### config.mk
export PLATFORM = sky130hd
export DESIGN_NAME = pipelined_logic_reduce
export DESIGN_NICKNAME = d
export VERILOG_FILES = /design/src/rtl/pipelined_logic_reduce.sv
export SDC_FILE = /design/constraint.sdc
export NUM_CORES = 1
export LEC_CHECK = 0
export ABC_CLOCK_PERIOD_IN_PS = 2000
export BUFFER_PORTS_ARGS = -buffer_cell sky130_fd_sc_hd__buf_2
export CORE_MARGIN = 10
export CORE_UTILIZATION = 50
export DETAILED_ROUTE_END_ITERATION = 8
export GPL_TIMING_DRIVEN = 0
export PLACE_DENSITY = 0.72
export SETUP_SLACK_MARGIN = 0.02
export SLEW_MARGIN = 20
export SYNTH_ARGS = -nofsm -noshare
export SYNTH_HDL_FRONTEND = slang
export SYNTH_SLANG_ARGS = --single-unit
### constraint.sdc
create_clock -name clk -period 2 [get_ports clk]
set_input_delay 0 -clock clk [delete_from_list [all_inputs] [get_ports clk]]
set_output_delay 0 -clock clk [all_outputs]
set_load 0.05 [all_outputs]
### src/rtl/pipelined_logic_reduce.sv
// pipelined_logic_reduce: N_IN-operand bitwise AND/OR/XOR/NAND reduction tree spread
// over STAGES register levels with a valid/ready handshake and full backpressure.
module pipelined_logic_reduce #(
  parameter int WIDTH  = 8,
  parameter int N_IN   = 4,
  parameter int STAGES = 2
) (
  input  logic                  clk,
  input  logic                  rst_n,
  input  logic                  in_valid,
  output logic                  in_ready,
  input  logic [N_IN*WIDTH-1:0] in_data,
  input  logic [1:0]            in_op,
  output logic                  out_valid,
  input  logic                  out_ready,
  output logic [WIDTH-1:0]      out_data,
  output logic                  busy
);
  localparam int L  = $clog2(N_IN);
  localparam int P  = (L + STAGES - 1) / STAGES;
  localparam int DW = N_IN * WIDTH;
  typedef logic [DW-1:0] vec_t;

  function automatic int nodes(input int l);
    int n;
    n = N_IN;
    for (int k = 0; k < L; k++)
      if (k < l) n = (n + 1) / 2;
    return n;
  endfunction

  // One tree level: pairs combine, an odd last node passes through, dead nodes are zeroed.
  function automatic vec_t pair_level(input vec_t x, input int n, input logic [1:0] op);
    logic [WIDTH-1:0] a, b;
    vec_t r;
    r = '0;
    for (int i = 0; i < N_IN / 2; i++) begin
      a = x[2*i*WIDTH +: WIDTH];
      b = x[(2*i+1)*WIDTH +: WIDTH];
      if (2 * i + 1 < n) r[i*WIDTH +: WIDTH] = op == 2'b01 ? a | b : op == 2'b10 ? a ^ b : a & b;
    end
    if (n % 2 == 1) r[(n/2)*WIDTH +: WIDTH] = x[(n-1)*WIDTH +: WIDTH];
    return r;
  endfunction

  function automatic logic [WIDTH-1:0] fold(input vec_t x);
    logic [WIDTH-1:0] r;
    r = '0;
    for (int i = 0; i < N_IN; i++) r = r | x[i*WIDTH +: WIDTH];
    return r;
  endfunction

  logic [STAGES-1:0] v, nxt_v;
  logic [STAGES:0]   rdy;
  vec_t              d [STAGES];
  vec_t              nxt_d [STAGES];
  logic [1:0]        o [STAGES];
  logic [1:0]        nxt_o [STAGES];
  logic [WIDTH-1:0]  f;

  always_comb begin
    logic       uv;
    logic [1:0] uo;
    vec_t       ud, x;
    rdy[STAGES] = out_ready;
    for (int s = STAGES - 1; s >= 0; s--) rdy[s] = !v[s] || rdy[s+1];
    uv = in_valid;
    ud = in_data;
    uo = in_op;
    for (int s = 0; s < STAGES; s++) begin
      x = ud;
      for (int l = 0; l < L; l++)
        if (l >= s * P && l < (s + 1) * P) x = pair_level(x, nodes(l), uo);
      nxt_v[s] = uv;
      nxt_d[s] = x;
      nxt_o[s] = uo;
      uv = v[s];
      ud = d[s];
      uo = o[s];
    end
  end

  always_ff @(posedge clk or negedge rst_n)
    if (!rst_n) begin
      v <= '0;
      for (int s = 0; s < STAGES; s++) begin
        d[s] <= '0;
        o[s] <= 2'b00;
      end
    end else
      for (int s = 0; s < STAGES; s++)
        if (rdy[s]) begin
          v[s] <= nxt_v[s];
          if (nxt_v[s]) begin
            d[s] <= nxt_d[s];
            o[s] <= nxt_o[s];
          end
        end

  // Only node 0 survives the full tree, so the OR-fold just selects it; NAND inverts last.
  assign f         = fold(d[STAGES-1]);
  assign out_data  = o[STAGES-1] == 2'b11 ? ~f : f;
  assign out_valid = v[STAGES-1];
  assign in_ready  = rdy[0];
  assign busy      = |v;
endmodule

==> results of run 1 <==
==> area by class of cell <==
class                           count  area [sq um]
Inverter                           51           191
Clock buffer                        7          86.3
Tap cell                           72          90.1
Timing Repair Buffer               47           240
Multi-Input combinational cell    220          1830
Clock inverter                      1          5.00
Fill cell                         493          2250
Buffer                             22           133
Sequential cell                    30           751
==> flip-flops by register name, indices dropped and copies added (netlist names) <==
signal  count
o           2
d          24
v           2
nxt_o       2
==> power groups by stage <==
stage	combinational [uW]	clock, uW	sequential (uW)
after global placement	1190	0	830
after global routing	1340	546	840
after detailed placement	1210	0	838
final	1200	499	826
after floorplan	942	0	811
after CTS	1220	507	826
==> through the flow <==
step	std cells	instance area [sq um]	hold slack (ns)
6_report	450	3330	0.159
5_1_grt	450	3330	0.171
4_1_cts	450	3330	0.154
3_5_place_dp	441	3230	0.0683
3_3_place_gp	441	3230	0.0636
2_1_floorplan	323	2910	-0.296
==> layer usage <==
layer / track usage [%] / part of all wire (%) / vias to the layer above
li1: - / - / 1196
met1: 17.0 / 44 / 1054
met2: 24.8 / 48 / 44
met3: 3.27 / 5.7 / 7
met4: 4.55 / 1.6 / 0
met5: 0 / 0 / -
==> kinds of logic (layout without fill, tap and decap cells) <==
kind of cell | after synthesis | after routing | share of synthesized area, %
xor gates and xnor gates | 8 | 8 | 2.41
and+or+nand+nor | 72 | 72 | 13.9
AOI/OAI and AO/OA | 80 | 80 | 21.7
adders and majority gates | 48 | 48 | 20.7
DFF | 30 | 30 | 25.8
buffers and inverters | 73 | 128 | 11.1
muxes | 12 | 12 | 4.30
==> cells in the final DEF, fill, tap and decap left out <==
cell type      count
a211oi_1          16
buf_6              2
inv_1             51
ha_1              48
mux2i_1            8
o31ai_1           14
nand2b_1           1
clkbuf_8           6
o21ai_0           24
xnor2_1            8
nor3_1             8
nand2_1           18
nand2b_4           1
nor2b_1           33
o211a_1           16
clkbuf_1          11
buf_2             51
o31ai_2           10
mux2_1             1
or2_2              2
mux2_2             3
dfrtp_1           30
and3b_1            1
buf_4              3
and2_1             8
buf_12             1
dlygate4sd3_1      1
clkbuf_2           1
clkinv_2           1
==> timing repair <==
item / in CTS / in global routing
endpoints found under the hold margin: 30 / 0
hold buffers: 1 / 0
setup buffers: 0 / 0
==> worst max-delay path, cell delays in order, from the launching register on <==
cell      delay (ns)
dfrtp_1         0.40
and3b_1         0.21
buf_6           0.14
clkbuf_1        0.30
inv_1           0.10
buf_2           0.22
==> worst paths after layout <==
check                           slack (ns)  endpoint      from  cells past startpoint
worst min register to register        0.49      o[1]      o[1]                      1
min in group asynchronous             0.29      v[1]     rst_n                      2
worst max-delay path                  0.34  in_ready      v[0]                      5
max in group asynchronous             1.28     d[38]     rst_n                      2
worst min-delay path                  0.16     d[35]  in_valid                      4
worst max register to register        0.45      o[0]      v[1]                      5
==> synthesized netlist by cell type <==
library cell	instances
buf_2	5
nor3_1	8
nand2b_4	1
nor2b_1	33
clkbuf_1	10
and3b_1	1
nand2_1	18
a211oi_1	16
mux2_2	3
o31ai_2	10
o21ai_0	24
inv_1	51
dfrtp_1	30
mux2_1	1
buf_4	3
o211a_1	16
ha_1	48
xnor2_1	8
o31ai_1	14
nand2b_1	1
mux2i_1	8
buf_12	1
and2_1	8
buf_6	2
or2_2	2
clkbuf_2	1
==> metrics.md, run 1 <==
| Metric | Value |
|---|---|
| Sw frac | `42.8%` |
| Setup slack after layout | `0.344 ns` |
| Int Pwr | `1450 uW` |
| Die span in y | `96.2 microns` |
| DRC Markers | `0` |
| ANT cells | `0` |
| Largest net degree at the start of global routing | `31` |
| Avg WL per Cell | `13.8 microns` |
| Power consumption | `between 2000 and 3000 uW` |
| I/O Pins | `49` |
| RSZ-0062 raised after global routing | `false` |
| Grt total ovfl | `0` |
| Final GP Congestion | `0.806` |
| Critical path arrival | `1.66 ns` |
| Clock Latency Late Sink | `0.28 ns` |
| Dpl ws | `around 0.45 ns` |
| Antenna-violating nets left | `0` |
| Post-detailed-placement half-perimeter wirelength | `4980 microns` |
| CTS resizes | `0` |
| Yosys Warn Count | `0` |
| Final net count | `463` |
| Root Buffer | `clkbuf_8` |
| Netlist cell types | `26` |
| Core area | `5570 sq um` |
| Vias per cell | `between 5 and 6` |
| Synthesized Nets | `409` |
| CP Max Fanout | `10` |
| Clock Sinks | `30` |
| H-tree depth | `2` |
| First-pass GRT wire length | `about 11000 microns` |
| Num rows | `27` |
| Die area | `9260 sq um` |
| Max_slew headroom | `56.1%` |
| Final WL | `6230 microns` |
| Gate Count Post-Synth | `323` |
| Flop pwr share | `32.7%` |
| CTS tree | `yes` |
| Yosys top cell area share | `25.8%` |
| Vias in the first global route | `between 2000 and 2500` |
| Clk slew on worst S/H paths | `0.06 ns` |
| Worst Hold Class | `input port to flop` |
| Setup violations, final | `0` |
| CTS Buffer Depth | `2` |
| Fmax | `between 0.6 and 0.7 GHz` |
| Port buffer count | `46` |
| Power per cell area | `759 nW/um^2` |
| Fin util | `59.7%` |
| Outcome | `completed` |
| Slew at the pin closest to its max-slew limit | `0.658 ns` |
| Fin crit period | `1.66 ns` |
| P_leak | `0.00180 uW` |
| Max-Cap Viols | `0` |
| Setup tns final | `0 ns` |
| Crit path kind | `flop to output pin` |
| Worst Skew | `0.00669 ns` |
| Die extent in x | `a little under 100 microns` |
| Logic pwr share | `47.6%` |
| Post-synthesis sequential area ratio | `about a quarter` |
| Hold Violations, Final | `0` |
| Mapped cell area | `approximately 2900 sq um` |
| Dominant cell type by area after synthesis | `dfrtp_1` |
| Seq cells post-synth | `30` |
| DRT iter0 DRCs | `71` |
| DRT Pass-1 Iters | `4` |
| DR vias | `~2300` |
| Initial antenna violation count | `0` |
| Startpoint types | `flop` |
| Final worst-path cycle share | `around 83%` |
| CTS buffer count | `5` |
| Synth-to-Final Area Change | `14.5%` |
| Max Slew Vio Count | `0` |
| Crit end category | `output pin` |
| Avg Inst Size Synth | `approximately 9 sq um` |
| P_sw | `roughly 1100 uW` |
| Max VDD drop | `673 uV` |
| Layout cells sized above 1 | `21.4%` |
| Initial Utilization | `52.1%` |
| Area contributors post-synth | `dfrtp_1, ha_1, nor2b_1, inv_1, o211a_1` |
| All-Layer GR Usage | `between 10% and 20%` |
| Clock Power Share | `between 10% and 20%` |
| Critical Path RT | `2.00 ns` |
Power figures use the tool's default switching activity.
==> run 2, diff against run 1 <==
ABC_CLOCK_PERIOD_IN_PS = 1400   (was 2000)
PLACE_DENSITY = 0.75   (was 0.72)
clock period = 1.4 ns   (was 2 ns; I/O delays follow)
==> run 2 against run 1 <==
Critical endpoint is now o[0]. Final cell count is 0.44% higher. Largest power group unchanged. Critical path type is now flop to flop. Die area stayed put. Global-route usage is 0.37 points higher. Sequential share of layout area is 0.88 points lower. Largest cell class unchanged.
==> metrics.md, run 2 (synthesis gave the netlist of run 1 again) <==
| Metric | Value |
|---|---|
| Outcome | `completed` |
| Final net count | `466 (+0.65%)` |
| Worst Hold Class | `input port to flop` |
| Most frequent cells in the layout | `inv_1, ha_1, buf_2` |
| Avg WL per Cell | `14.1 microns (+1.7%)` |
| Die span in y | `96.2 microns (unchanged)` |
| Reg area | `752 sq um (+0.17%)` |
| Clock Latency Late Sink | `0.29 ns (about the same)` |
| Final worst-path cycle share | `96.2%` |
| CTS buffer count | `5 (unchanged)` |
| Most common cell after layout, fill and taps aside | `inv_1` |
| Biggest register | `d` |
| I/O Pins | `49 (unchanged)` |
| Fin crit period | `1.35 ns` |
| DR vias | `2300 (-0.043%)` |
| Root Buffer | `clkbuf_8` |
| Crit. path cell count | `5 (unchanged)` |
| Synth-to-Final Area Change | `19.4%` |
| DRC Markers | `0 (unchanged)` |
| First-pass GRT wire length | `10900 microns (+2.6%)` |
| Die extent in x | `96.2 microns (unchanged)` |
| P_leak | `0.00187 uW (+4.0%)` |
| Worst-path cell chain | `buf_4 > nor2b_4 > nand2b_4 > buf_6 > mux2_4` |
| CTS Buffer Depth | `2 (unchanged)` |
| Vias in the first global route | `2439 (+1.5%)` |
| RSZ-0062 raised after global routing | `true` |
| Initial antenna violation count | `0 (unchanged)` |
| R2r setup slk | `0.05 ns (-0.40 ns)` |
| Num rows | `27 (unchanged)` |
| Startpoint types | `flop` |
| Max-Cap Viols | `0 (unchanged)` |
| ANT cells | `0 (unchanged)` |
| Final GP Congestion | `0.825 (+2.3%)` |
| Fmax | `0.742 GHz` |
| Post-detailed-placement half-perimeter wirelength | `4990 microns (+0.20%)` |
| Max VDD drop | `962 uV (+43%)` |
| Fin util | `62.2% (+2.5 points)` |
| Clk slew on worst S/H paths | `0.07 ns (about the same)` |
| Final WL | `6360 microns (+2.1%)` |
| WHS Path Cells | `3 (-1)` |
| Slew at the pin closest to its max-slew limit | `0.671 ns (+0.0123 ns)` |
| H-tree depth | `2 (unchanged)` |
| Worst Path Buf+Inv | `2 (-2)` |
| Crit path max-delay family | `flip-flops` |
| Setup violations, final | `0 (unchanged)` |
| All-Layer GR Usage | `14.7% (+0.37 points)` |
| Critical path arrival | `1.51 ns (-0.15 ns)` |
| CP max-delay cell | `dfrtp_2` |
| DRT Pass-1 Iters | `4 (unchanged)` |
| Largest register FFs | `24 (unchanged)` |
| Max_slew headroom | `55.3% (-0.82 points)` |
| Critical Path RT | `1.56 ns (-0.44 ns)` |
| FF-to-FF path depth | `5 (unchanged)` |
| Final Non-Filler Cells | `452 (+0.44%)` |
| Crit path kind | `flop to flop` |
| Worst reg2reg startpoint | `v[1]` |
| Core area | `5570 sq um (unchanged)` |
| Dpl cells | `441 (unchanged)` |
| Initial Utilization | `52.1% (unchanged)` |
| Crit end category | `flop` |
| Port buffer count | `46 (unchanged)` |
| Die area | `9260 sq um (unchanged)` |
| Power per cell area | `1080 nW/um^2 (+42%)` |
| DRT iter0 DRCs | `71 (unchanged)` |
| Grt total ovfl | `0 (unchanged)` |
| Fill cell count | `503 (+2.0%)` |
| Antenna-violating nets left | `0 (unchanged)` |
| Hold Violations, Final | `0 (unchanged)` |
| Clock Sinks | `30 (unchanged)` |
| Reg2reg end | `o[0]` |
| Layout cells sized above 1 | `26.6% (+5.2 points)` |
| CP Max Fanout | `10 (unchanged)` |
| Max Slew Vio Count | `0 (unchanged)` |
| Largest net degree at the start of global routing | `31 (unchanged)` |
| Worst Hold Path EP | `d[34]` |
| Largest stage delay on the critical path | `0.41 ns (about the same)` |
| CTS tree | `yes` |
| Worst Skew | `0.0116 ns (+0.00494 ns)` |
| Multi-input logic area | `1920 sq um (+4.6%)` |
| Vias per cell | `5.09 (-0.49%)` |
| Worst hold start | `in_valid` |
run 2: cell types whose count changed in the layout (fill, tap and decap cells not counted), moves of 4 or more:
cell | previous run | this run
buf_2 | 51 | 44
buf_4 | 3 | 7
clkbuf_1 | 11 | 7
clkbuf_4 | 0 | 5
o31ai_1 | 14 | 10
run 2: through the flow:
stage / setup slack (ns) / setup TNS, ns / hold slack, ns / cell area [sq um] / total power (uW)
2_1_floorplan: -0.0984 / -1.70 / -0.296 / 2940 / 2540
3_3_place_gp: -0.0761 / -0.645 / 0.0600 / 3260 / 2910
3_5_place_dp: -0.114 / -0.845 / 0.0720 / 3260 / 2960
4_1_cts: 0.00736 / 0 / 0.0909 / 3380 / 3680
5_1_grt: -0.0203 / -0.0473 / 0.0828 / 3470 / 4010
6_report: 0.0525 / 0 / 0.0715 / 3470 / 3740
run 2: final cells by class:
class                      count  area share, %
buffer                        20           3.97
inverter                      51           5.59
tap                           72           2.60
timing repair buffer          51           8.44
multi-input combinational    221           55.2
sequential                    30           21.7
clock buffer                   7           2.49
run 2: worst max path at each step:
stage          start       end  slack, ns
3_3_place_gp    v[0]     d[46]      -0.08
5_1_grt         v[1]     d[39]      -0.02
3_5_place_dp    v[0]     d[44]      -0.11
2_1_floorplan   v[1]  nxt_o[0]       -0.1
4_1_cts         v[1]      o[0]      0.007
6_report        v[1]      o[0]       0.05
run 2: repair_timing:
action,CTS,global route
cloned,0,1
setup buffers,2,2
pin swaps,1,0
endpoints found under the hold margin,30,0
hold buffers,1,0
resized for setup,9,21
endpoints found under the setup margin,30,27
run 2: per-layer routing:
layer / wire length (microns) / GRT usage, % / vias to the layer above / share of wire, %
met5: 0 / 0 / - / 0
met4: 99 / 5.65 / 0 / 1.6
met3: 285 / 2.80 / 8 / 4.5
met2: 3070 / 25.2 / 45 / 48
met1: 2910 / 17.6 / 1049 / 46
li1: - / - / 1198 / -
run 2: power breakdown:
group,total (uW),leakage (uW),switching (uW),internal (uW)
logic,1860,0.00147,1130,735
registers,1190,0.000363,144,1040
clock network,690,0.0000443,302,389
run 2: tightest hold or removal path, delay by kind of cell:
family	cells	cell delay [ns]
AOI/OAI and AO/OA	1	0.08
buffers and inverters	1	0.13
and+or+nand+nor	1	0.11
==> run 3, diff against run 2 <==
PLACE_DENSITY = 0.8   (was 0.75)
==> run 3 against run 2 <==
The run now ends with negative setup slack left. Combinational power is essentially flat. Utilization up 0.16 points. Critical path depth did not move. Critical path type unchanged. Largest cell class unchanged. Highest routed layer unchanged.
==> metrics.md, run 3 (synthesis gave the netlist of run 1 again) <==
| Metric | Value |
|---|---|
| Fin crit period | `1.40 ns (+0.0537 ns)` |
| FF-to-FF path depth | `5 (unchanged)` |
| P_leak | `0.00188 uW (+0.48%)` |
| Max Slew Vio Count | `0 (unchanged)` |
| DRC Markers | `0 (unchanged)` |
| All-Layer GR Usage | `13.9% (-0.75 points)` |
| Avg WL per Cell | `14.1 microns (-0.13%)` |
| Multi-input logic area | `1920 sq um (+0.39%)` |
| Final WL | `6370 microns (about the same)` |
| Layout cells sized above 1 | `25.7% (-0.86 points)` |
| Hold Violations, Final | `0 (unchanged)` |
| Final worst-path cycle share | `100% (+3.8 points)` |
| Most frequent cells in the layout | `inv_1, buf_2, ha_1` |
| Fill cell count | `480 (-4.6%)` |
| Critical Path RT | `1.59 ns (+0.03 ns)` |
| Largest stage delay on the critical path | `0.41 ns (about the same)` |
| Biggest register | `d` |
| Slew at the pin closest to its max-slew limit | `0.670 ns (-0.000174 ns)` |
| Largest net degree at the start of global routing | `31 (unchanged)` |
| Worst Skew | `0.0134 ns (+0.00180 ns)` |
| Worst Hold Path EP | `d[35]` |
| Initial Utilization | `52.1% (unchanged)` |
| RSZ-0062 raised after global routing | `true` |
| Power consumption | `3710 uW (-0.89%)` |
| Synth-to-Final Area Change | `19.7%` |
| Port buffer count | `46 (unchanged)` |
| DRT Pass-1 Iters | `4 (unchanged)` |
| Final GP Congestion | `0.832 (+0.84%)` |
| Worst hold start | `in_valid` |
| Initial antenna violation count | `0 (unchanged)` |
| Max VDD drop | `919 uV (-4.5%)` |
| Worst reg2reg startpoint | `v[1]` |
| First-pass GRT wire length | `10500 microns (-4.2%)` |
| Crit path kind | `flop to flop` |
| Most common cell after layout, fill and taps aside | `inv_1` |
| Reg area | `752 sq um (unchanged)` |
| Vias per cell | `5.25 (+3.2%)` |
| Final net count | `466 (unchanged)` |
| DR vias | `2378 (+3.4%)` |
| H-tree depth | `2 (unchanged)` |
| Crit. path cell count | `5 (unchanged)` |
| I/O Pins | `49 (unchanged)` |
| ANT cells | `0 (unchanged)` |
| Die extent in x | `96.2 microns (unchanged)` |
| Setup slack after layout | `-0.00120 ns (-0.0537 ns)` |
| CTS Buffer Depth | `2 (unchanged)` |
| Die span in y | `96.2 microns (unchanged)` |
| R2r setup slk | `-0.001 ns (-0.05 ns)` |
| Clock Sinks | `30 (unchanged)` |
| Hold Slack | `0.0649 ns (-0.00667 ns)` |
| Failing checks | `negative setup slack` |
| Clk slew on worst S/H paths | `0.07 ns (about the same)` |
| Largest register FFs | `24 (unchanged)` |
| Die area | `9260 sq um (unchanged)` |
| CP max-delay cell | `dfrtp_2` |
| Post-detailed-placement half-perimeter wirelength | `4930 microns (-1.2%)` |
| Fin util | `62.4% (+0.16 points)` |
| Root Buffer | `clkbuf_8` |
| Crit end category | `flop` |
| Antenna-violating nets left | `0 (unchanged)` |
| Clock Latency Late Sink | `0.29 ns (about the same)` |
| Max_slew headroom | `55.3% (about the same)` |
| Core area | `5570 sq um (unchanged)` |
| Vias in the first global route | `2394 (-1.8%)` |
| Worst Hold Class | `input port to flop` |
| Num rows | `27 (unchanged)` |
| Fmax | `0.714 GHz (-3.8%)` |
| Critical path arrival | `1.59 ns (+0.08 ns)` |
| Setup tns final | `-0.00120 ns (-0.00120 ns)` |
| Worst Path Buf+Inv | `2 (unchanged)` |
| Grt total ovfl | `0 (unchanged)` |
| Max-Cap Viols | `0 (unchanged)` |
| Power per cell area | `1070 nW/um^2 (-1.1%)` |
| CTS tree | `yes` |
| DRT iter0 DRCs | `79 (+11%)` |
| CP Max Fanout | `9 (-1)` |
| Worst-path cell chain | `and3b_1 > buf_6 > nand2b_4 > clkbuf_16 > o31ai_2` |
| Reg2reg end | `d[45]` |
| Setup violations, final | `1 (+1)` |
| CTS buffer count | `5 (unchanged)` |
| Startpoint types | `flop` |
| WHS Path Cells | `3 (unchanged)` |
| Outcome | `finished, violations left` |
| Crit path max-delay family | `flip-flops` |
## run 3: what timing repair did
action / 4_1_cts / 5_1_grt
pin swaps: 0 / 1
endpoints found under the setup margin: 30 / 27
setup buffers: 2 / 1
gates cloned: 0 / 2
hold buffers: 1 / 0
endpoints found under the hold margin: 30 / 0
resized for setup: 9 / 18
## run 3: metal layers
layer  part of all wire [%]  vias up  track usage, %
li1                       -     1202               -
met3                    5.0       10            3.19
met5                      0        -               0
met1                     45     1117            16.3
met2                     49       49            23.6
met4                    1.6        0            6.27
## run 3: how the worst max path moves through the flow
| stage | slack, ns | to | startpoint |
|---|---|---|---|
| after floorplan | -0.1 | nxt_o[0] | v[1] |
| after global placement | -0.06 | d[46] | v[0] |
| after detailed placement | -0.07 | nxt_o[1] | v[0] |
| after CTS | -0.02 | in_ready | v[1] |
| after global routing | -0.06 | d[45] | v[1] |
| final | -0.001 | d[45] | v[1] |
## run 3: worst reg2reg max path: cells and delay by family (launching register included)
| kind | cells | cell delay, ns |
|---|---|---|
| flip-flops | 1 | 0.41 |
| AND/OR/NAND/NOR | 2 | 0.37 |
| buffers and inverters | 2 | 0.33 |
| AO/OA/AOI/OAI | 1 | 0.20 |
## run 3: report_power, final
group	switching [uW]	leakage, uW	internal (uW)
combinational	1140	0.00148	716
clock	311	0.0000395	352
sequential	148	0.000363	1040
total	1590	0.00188	2110
## run 3: area by class of cell
class                   instances  share of cell area, %
flip-flops and latches         30                   21.6
inverters                      51                   5.58
well taps                      72                   2.59
multi-input cells             221                   55.3
repair buffers                 51                   8.63
plain buffers                  20                   3.96
clock buffers                   8                   2.30
## run 3: metrics by stage
step	std cells	setup slack [ns]	instance area, sq um
after CTS	450	-0.0220	3370
after global routing	453	-0.0625	3480
after global placement	441	-0.0616	3260
after detailed placement	441	-0.0738	3260
final	453	-0.00120	3480
after floorplan	323	-0.0984	2940
